`config.mk`:
```
export PLATFORM = sky130hd
export DESIGN_NAME = hilo_muldiv_ctrl_flat
export DESIGN_NICKNAME = d
export VERILOG_FILES = /design/src/rtl/hilo_muldiv_if.sv /design/src/rtl/hilo_muldiv_ctrl.sv /design/src/flat_wrapper.sv
export SDC_FILE = /design/constraint.sdc
export NUM_CORES = 1
export LEC_CHECK = 0
export CAP_MARGIN = 20
export CORE_MARGIN = 3
export CORE_UTILIZATION = 30
export DETAILED_ROUTE_END_ITERATION = 16
export PLACE_DENSITY = 0.51
export SLEW_MARGIN = 20
export SYNTH_ARGS = -nofsm -noshare
export SYNTH_HDL_FRONTEND = slang
export SYNTH_SLANG_ARGS = --single-unit
```
`constraint.sdc`:
```
create_clock -name clk -period 5.9 [get_ports clk]
set_input_delay 1.18 -clock clk [delete_from_list [all_inputs] [get_ports clk]]
set_output_delay 1.18 -clock clk [all_outputs]
set_load 0.05 [all_outputs]
```
`src/rtl/hilo_muldiv_if.sv`:
```
// HI/LO sequencer bus: EX-stage op request toward the controller, HI/LO write port back.
interface hilo_muldiv_if #(
  parameter int unsigned DATA_W = 32
);
  logic              op_valid_i;
  logic [2:0]        op_i;
  logic [DATA_W-1:0] src_a_i;
  logic [DATA_W-1:0] src_b_i;
  logic              flush_i;
  logic [DATA_W-1:0] hi_cur_i;
  logic [DATA_W-1:0] lo_cur_i;
  logic              busy_o;
  logic              hilo_we_o;
  logic [DATA_W-1:0] hi_o;
  logic [DATA_W-1:0] lo_o;

  modport master (
    output op_valid_i, op_i, src_a_i, src_b_i, flush_i, hi_cur_i, lo_cur_i,
    input  busy_o, hilo_we_o, hi_o, lo_o
  );

  modport slave (
    input  op_valid_i, op_i, src_a_i, src_b_i, flush_i, hi_cur_i, lo_cur_i,
    output busy_o, hilo_we_o, hi_o, lo_o
  );
endinterface

```
`src/rtl/hilo_muldiv_ctrl.sv`:
```
// HI/LO write sequencer: MULT/MULTU/DIV/DIVU via iterative shift-add / restoring divide, MTHI/MTLO.
// Optional macro FAST_MUL_EN: single-cycle combinational multiply (divide stays iterative).
module hilo_muldiv_ctrl #(
  parameter int unsigned DATA_W = 32
) (
  input  logic            clk,
  input  logic            rst_n,
  hilo_muldiv_if.slave    bus
);

  localparam int unsigned CNT_W  = (DATA_W > 1) ? $clog2(DATA_W) : 1;
  localparam int unsigned PROD_W = 2 * DATA_W;

  localparam logic [2:0] OP_MULT  = 3'd1;
  localparam logic [2:0] OP_MULTU = 3'd2;
  localparam logic [2:0] OP_DIV   = 3'd3;
  localparam logic [2:0] OP_DIVU  = 3'd4;
  localparam logic [2:0] OP_MTHI  = 3'd5;
  localparam logic [2:0] OP_MTLO  = 3'd6;

  typedef enum logic [1:0] {S_IDLE, S_MUL, S_DIV, S_DONE} state_e;

  state_e            state_q, state_d;
  logic [CNT_W-1:0]  cnt_q, cnt_d;
  logic [DATA_W-1:0] acc_q, acc_d;   // product high half / partial remainder
  logic [DATA_W-1:0] sh_q, sh_d;     // multiplier / dividend shifting into quotient
  logic [DATA_W-1:0] opb_q, opb_d;   // multiplicand / divisor magnitude
  logic              quo_neg_q, quo_neg_d;
  logic              rem_neg_q, rem_neg_d;
  logic              busy_q, busy_d;
  logic              we_q, we_d;
  logic [DATA_W-1:0] hi_q, hi_d;
  logic [DATA_W-1:0] lo_q, lo_d;

  // Operand magnitudes and result signs for the op being offered
  logic              is_signed, a_neg, b_neg;
  logic [DATA_W-1:0] abs_a, abs_b;

  always_comb begin
    is_signed = (bus.op_i == OP_MULT) || (bus.op_i == OP_DIV);
    a_neg     = is_signed & bus.src_a_i[DATA_W-1];
    b_neg     = is_signed & bus.src_b_i[DATA_W-1];
    abs_a     = a_neg ? -bus.src_a_i : bus.src_a_i;
    abs_b     = b_neg ? -bus.src_b_i : bus.src_b_i;
  end

  // One shift-add multiply step and one restoring divide step
  logic [DATA_W:0]   mul_sum, div_sh, div_diff;
  logic              div_ge;
  logic [DATA_W-1:0] mul_hi, mul_lo, div_rem, div_quo;
  logic [PROD_W-1:0] prod, prod_fix;

  always_comb begin
    mul_sum  = {1'b0, acc_q} + (sh_q[0] ? {1'b0, opb_q} : {(DATA_W+1){1'b0}});
    mul_hi   = mul_sum[DATA_W:1];
    mul_lo   = {mul_sum[0], sh_q[DATA_W-1:1]};
    div_sh   = {acc_q, sh_q[DATA_W-1]};
    div_diff = div_sh - {1'b0, opb_q};
    div_ge   = (div_sh >= {1'b0, opb_q});
    div_rem  = div_ge ? div_diff[DATA_W-1:0] : div_sh[DATA_W-1:0];
    div_quo  = {sh_q[DATA_W-2:0], div_ge};
    prod     = {mul_hi, mul_lo};
    prod_fix = quo_neg_q ? -prod : prod;
  end

`ifdef FAST_MUL_EN
  logic [PROD_W-1:0] fast_prod, fast_fix;

  always_comb begin
    fast_prod = PROD_W'(abs_a) * PROD_W'(abs_b);
    fast_fix  = (a_neg ^ b_neg) ? -fast_prod : fast_prod;
  end
`endif

  // Next-state and next-output logic
  always_comb begin
    state_d   = state_q;
    cnt_d     = cnt_q;
    acc_d     = acc_q;
    sh_d      = sh_q;
    opb_d     = opb_q;
    quo_neg_d = quo_neg_q;
    rem_neg_d = rem_neg_q;
    we_d      = 1'b0;
    hi_d      = hi_q;
    lo_d      = lo_q;

    unique case (state_q)
      S_IDLE: begin
        if (bus.op_valid_i && !bus.flush_i) begin
          case (bus.op_i)
            OP_MTHI: begin
              state_d = S_DONE;
              we_d    = 1'b1;
              hi_d    = bus.src_a_i;
              lo_d    = bus.lo_cur_i;
            end
            OP_MTLO: begin
              state_d = S_DONE;
              we_d    = 1'b1;
              hi_d    = bus.hi_cur_i;
              lo_d    = bus.src_a_i;
            end
            OP_MULT, OP_MULTU: begin
`ifdef FAST_MUL_EN
              state_d = S_DONE;
              we_d    = 1'b1;
              hi_d    = fast_fix[PROD_W-1:DATA_W];
              lo_d    = fast_fix[DATA_W-1:0];
`else
              state_d   = S_MUL;
              cnt_d     = CNT_W'(DATA_W - 1);
              acc_d     = '0;
              sh_d      = abs_b;
              opb_d     = abs_a;
              quo_neg_d = a_neg ^ b_neg;
              rem_neg_d = 1'b0;
`endif
            end
            OP_DIV, OP_DIVU: begin
              if (bus.src_b_i == '0) begin
                // Divide by zero completes at once with a fixed result pattern
                state_d = S_DONE;
                we_d    = 1'b1;
                hi_d    = bus.src_a_i;
                lo_d    = '1;
              end else begin
                state_d   = S_DIV;
                cnt_d     = CNT_W'(DATA_W - 1);
                acc_d     = '0;
                sh_d      = abs_a;
                opb_d     = abs_b;
                quo_neg_d = a_neg ^ b_neg;
                rem_neg_d = a_neg;
              end
            end
            default: ;
          endcase
        end
      end
      S_MUL: begin
        acc_d = mul_hi;
        sh_d  = mul_lo;
        if (cnt_q == '0) begin
          state_d = S_DONE;
          we_d    = 1'b1;
          hi_d    = prod_fix[PROD_W-1:DATA_W];
          lo_d    = prod_fix[DATA_W-1:0];
        end else begin
          cnt_d = cnt_q - CNT_W'(1);
        end
      end
      S_DIV: begin
        acc_d = div_rem;
        sh_d  = div_quo;
        if (cnt_q == '0) begin
          state_d = S_DONE;
          we_d    = 1'b1;
          hi_d    = rem_neg_q ? -div_rem : div_rem;
          lo_d    = quo_neg_q ? -div_quo : div_quo;
        end else begin
          cnt_d = cnt_q - CNT_W'(1);
        end
      end
      S_DONE: state_d = S_IDLE;
    endcase

    // Flush aborts any in-flight op and suppresses its write
    if (bus.flush_i && (state_q != S_IDLE)) begin
      state_d = S_IDLE;
      cnt_d   = '0;
      we_d    = 1'b0;
      hi_d    = hi_q;
      lo_d    = lo_q;
    end

    busy_d = (state_d != S_IDLE);
  end

  // State and registered outputs
  always_ff @(posedge clk or negedge rst_n) begin
    if (!rst_n) begin
      state_q   <= S_IDLE;
      cnt_q     <= '0;
      acc_q     <= '0;
      sh_q      <= '0;
      opb_q     <= '0;
      quo_neg_q <= 1'b0;
      rem_neg_q <= 1'b0;
      busy_q    <= 1'b0;
      we_q      <= 1'b0;
      hi_q      <= '0;
      lo_q      <= '0;
    end else begin
      state_q   <= state_d;
      cnt_q     <= cnt_d;
      acc_q     <= acc_d;
      sh_q      <= sh_d;
      opb_q     <= opb_d;
      quo_neg_q <= quo_neg_d;
      rem_neg_q <= rem_neg_d;
      busy_q    <= busy_d;
      we_q      <= we_d;
      hi_q      <= hi_d;
      lo_q      <= lo_d;
    end
  end

  assign bus.busy_o    = busy_q;
  assign bus.hilo_we_o = we_q;
  assign bus.hi_o      = hi_q;
  assign bus.lo_o      = lo_q;

endmodule

```
`src/flat_wrapper.sv`:
```
// flat-port wrapper written by rule: the top's interface ports become plain ports
module hilo_muldiv_ctrl_flat 
#(
  parameter int unsigned DATA_W = 32
)
  (clk, rst_n, bus_op_valid_i, bus_op_i, bus_src_a_i, bus_src_b_i, bus_flush_i, bus_hi_cur_i, bus_lo_cur_i, bus_busy_o, bus_hilo_we_o, bus_hi_o, bus_lo_o);
  hilo_muldiv_if #(.DATA_W(DATA_W)) bus_i ();
  input  logic clk;
  input  logic rst_n;
  input wire logic [$bits(bus_i.op_valid_i)-1:0] bus_op_valid_i;
  input wire logic [$bits(bus_i.op_i)-1:0] bus_op_i;
  input wire logic [$bits(bus_i.src_a_i)-1:0] bus_src_a_i;
  input wire logic [$bits(bus_i.src_b_i)-1:0] bus_src_b_i;
  input wire logic [$bits(bus_i.flush_i)-1:0] bus_flush_i;
  input wire logic [$bits(bus_i.hi_cur_i)-1:0] bus_hi_cur_i;
  input wire logic [$bits(bus_i.lo_cur_i)-1:0] bus_lo_cur_i;
  output wire logic [$bits(bus_i.busy_o)-1:0] bus_busy_o;
  output wire logic [$bits(bus_i.hilo_we_o)-1:0] bus_hilo_we_o;
  output wire logic [$bits(bus_i.hi_o)-1:0] bus_hi_o;
  output wire logic [$bits(bus_i.lo_o)-1:0] bus_lo_o;
  assign bus_i.op_valid_i = bus_op_valid_i;
  assign bus_i.op_i = bus_op_i;
  assign bus_i.src_a_i = bus_src_a_i;
  assign bus_i.src_b_i = bus_src_b_i;
  assign bus_i.flush_i = bus_flush_i;
  assign bus_i.hi_cur_i = bus_hi_cur_i;
  assign bus_i.lo_cur_i = bus_lo_cur_i;
  assign bus_busy_o = bus_i.busy_o;
  assign bus_hilo_we_o = bus_i.hilo_we_o;
  assign bus_hi_o = bus_i.hi_o;
  assign bus_lo_o = bus_i.lo_o;
  hilo_muldiv_ctrl #(.DATA_W(DATA_W)) u_core (.clk(clk), .rst_n(rst_n), .bus(bus_i));
endmodule
```
==> results.md <==
- Switching share of power: 0.5758
- Total number of H-tree levels: 4
- Pre-CTS setup slack: between 0.15 and 0.2 ns
- Worst Path Required: about 6.3 ns
- Sequential fraction of the synthesis area: 0.2282
- Syn_nets: approximately 2800
- CTS tree: yes
- Worst hold start: u_core.bus.hi_o[15]$_DFFE_PN0P_
- Hpwl dp: just over 70 mm
- Fin worst setup slack: ~0.27 ns
- Unrepaired setup endpoints after global routing: no
- Clock Pin Slew Worst Setup and Hold Paths: 0.09 ns
- Hold path endpoint: u_core.bus.hi_o[15]$_DFFE_PN0P_
- Placer congestion estimate: 0.9547
- DRT iter0 DRCs: around 2200
- P&R area growth vs syn: 19.19%
- Synthesized flop and latch total: 171
- Routed WL: ~92 mm
- # Max-Cap Violations: 0
- Drt drc: 0
- Tmin final: between 5 and 6 ns
- Seq pwr share: 0.180
- CP startpoint kind: register
- Status: finished clean
- Max FO, Critical Path: 11
- Count of final max-slew check failures: 0
- Full die area: between 0.06 and 0.07 sq mm
- Worst rel slew slack: 0.2235
- Design Power: 12.72 mW
- Vias per cell: 5.971
- Combinational power share: 0.724
- ANT nets after route: 0
- Syn. warnings: 0
- 1st-pass router iterations: 5
- Skew-Pair Late Insertion Delay: around 0.51 ns
- Crit path arrival time: ~6.0 ns
- Ports: 201
- NumNets Final: approximately 2900
- Dominant cell type by area after synthesis: dfrtp_1
- Rows: 91
- Worst reg2reg setup slack: approximately 0.27 ns
- Clk Tree Root Cell: clkbuf_16
- Maximum vdd drop: ~0.35 mV
- Core Box Area: 0.06183 sq mm
- Routed via count: around 21000
- Synthesized area per cell: between 7 and 8 sq um
- Cell leakage power: 9.234 nW
- Hold Path Stages: 1
- Commonest non-fill, non-tap cell in the layout: nand2_1
- Cell internal pwr: approximately 5.4 mW
- CTS Buf Count: 17
- NetSw: ~7.3 mW
- IO buf count: 200
- Worst-margin pin slew: around 1.2 ns
- Initial Utilization: 0.3033
- Clk network pwr share: 0.096
- Fin area: approximately 0.022 sq mm
- Grt total ovfl: 0
- Largest net degree at the start of global routing: 90
- First-pass GRT wire length: 135.4 mm
- Reg-to-reg startpoint: u_core.acc_q[23]$_DFFE_PN0P_
- Area after DPL: between 0.02 and 0.025 sq mm
- EDFF count, synth: 0
- CP endpoint kind: register
- Wire per inst: 26.21 um
- Total track usage: 0.2740
- CTS Buffer Depth: 2
- Reg2Reg Depth: 20
- Reg2reg end: u_core.bus.hi_o[28]$_DFFE_PN0P_
- Commonest cells after routing, fill and taps aside: 379 x nand2_1, 234 x o21ai_0, 211 x a21oi_1
- Pwr/cell area: about 570 mW/mm^2
- Worst Skew: around 0.017 ns
- Initial antenna violation count: 11
- Fraction of registers with async set or reset after synthesis: 1.000
- Dominant synthesized flop cell: dfrtp_1
- Die H: 256.0 um
- Top-area cell type share of the netlist area: 0.2282
- Final hold vios: 0
- Clk sinks: between 150 and 200
- Distinct cells, synth: between 80 and 90
- Gate count of the mapped netlist: around 2600
- Die width: between 200 and 300 um
- Vias in the first global route: about 20000
- Area contributors post-synth: dfrtp_1 23%, nand2_1 7.6%, xnor2_1 6.4%
- Final setup viols: 0
- Final Cycle Share: 0.9549
- Final setup TNS: 0 ns
- Layout cells sized above 1: 0.06888
- Setup Crit Path Kind: register to register
- HP Class: register to register
- Fmax: around 180 MHz
- Post-synthesis cell area: about 0.019 sq mm
- Minimum hold slack: roughly 0.48 ns
[worst max-delay path by stage]
stage	start	end	slack (ns)	cells after the start
5_1_grt	u_core.acc_q[24]$_DFFE_PN0P_	u_core.bus.hi_o[28]$_DFFE_PN0P_	0.004	21
3_3_place_gp	u_core.acc_q[11]$_DFFE_PN0P_	u_core.bus.hi_o[28]$_DFFE_PN0P_	0.28	20
2_1_floorplan	u_core.acc_q[25]$_DFFE_PN0P_	u_core.bus.hi_o[26]$_DFFE_PN0P_	0.07	23
6_report	u_core.acc_q[23]$_DFFE_PN0P_	u_core.bus.hi_o[28]$_DFFE_PN0P_	0.27	20
3_5_place_dp	u_core.acc_q[11]$_DFFE_PN0P_	u_core.bus.hi_o[28]$_DFFE_PN0P_	0.18	20
4_1_cts	u_core.acc_q[11]$_DFFE_PN0P_	u_core.bus.hi_o[28]$_DFFE_PN0P_	0.18	20
[sequential cells by signal, indices dropped and copies added, names as in the netlist]
signal and count:
u_core.acc_q 32, u_core.bus.hi_o 32, u_core.bus.lo_o 32, u_core.opb_q 32, u_core.sh_q 32, u_core.cnt_q 5, u_core.state_q 2, u_core.bus.busy_o 1
u_core.bus.hilo_we_o 1, u_core.quo_neg_q 1, u_core.rem_neg_q 1
[cells in the mapped netlist (22+ instances only)]
cell type / number
o31ai_1: 57
a221oi_1: 47
a221o_1: 28
a21o_1: 52
a21oi_1: 213
dfrtp_1: 171
clkbuf_1: 173
mux2i_1: 52
nor3_1: 40
nand3_1: 42
or4_1: 25
inv_1: 70
xor2_1: 56
o21ai_0: 235
a22oi_1: 22
a31oi_1: 34
and3_1: 47
or3_1: 36
nor2_1: 197
nand2_1: 382
xnor2_1: 138
nor4_1: 23
nand4_1: 24
ha_1: 76
[critical path, cell delays in order (launching register included)]
cell	delay, ns
dfrtp_1	0.45
ha_2	0.39
a21oi_1	0.27
o21ai_0	0.21
a21oi_1	0.24
and4_1	0.30
nand2_2	0.12
buf_4	0.21
o21ai_1	0.17
ha_1	0.21
or4b_1	0.52
or3_1	0.41
or4_1	0.40
nor3_1	0.14
a41oi_1	0.14
a2111oi_2	0.49
buf_4	0.21
nand4_1	0.11
and3_1	0.22
o21ai_0	0.16
a31oi_1	0.10
[per-layer routing]
metal / routed length [um] / vias up / track usage
li1: - / 9672 / -
met4: 4017 / 12 / 0.1129
met1: 39610 / 10360 / 0.3568
met2: 42440 / 817 / 0.4479
met5: 77 / - / 0
met3: 6250 / 184 / 0.04888
[power groups by stage]
stage          sequential (mW)  combinational, mW  clock [mW]
3_3_place_gp              2.26               8.99           0
2_1_floorplan             2.66               5.39           0
4_1_cts                   2.26               9.04        1.24
6_report                  2.28               9.21        1.22
3_5_place_dp              2.28               9.00           0
5_1_grt                   2.35               9.85        1.28
[cell type report]
class | instances | area [sq um]
fill | 6524 | 39470
timing repair buffer | 275 | 2606
inverter | 72 | 272.8
clock inverter | 13 | 131.4
tap | 837 | 1047
clock buffer | 19 | 442.9
multi-input combinational | 2136 | 13570
sequential | 171 | 4282
antenna | 2 | 5.005
[cell families (layout without fill, tap and decap cells)]
family | count (synthesis) | after routing | synth area share
buffers and inverters | 273 | 379 | 0.05571
multiplexers | 59 | 59 | 0.03216
adder cells (fa/ha/maj) | 78 | 78 | 0.05284
other | 0 | 2 | 0
AO/OA/AOI/OAI | 884 | 884 | 0.3086
XOR/XNOR | 194 | 194 | 0.09060
flip-flops | 171 | 171 | 0.2282
AND/OR/NAND/NOR | 921 | 921 | 0.2320
[through the flow]
| step | util | cells |
|---|---|---|
| 2_1_floorplan | - | 2580 |
| 3_3_place_gp | 0.3511 | 3491 |
| 3_5_place_dp | 0.3511 | 3491 |
| 4_1_cts | 0.3604 | 3523 |
| 5_1_grt | 0.3615 | 3523 |
| 6_report | 0.3615 | 3525 |
[what timing repair did]
| action | CTS | global route |
|---|---|---|
| gates resized for setup | 0 | 19 |
| endpoints found under the setup margin | 0 | 6 |
| setup buffers | 0 | 0 |
| hold buffers | 0 | 0 |
Power figures use the tool's default switching activity.
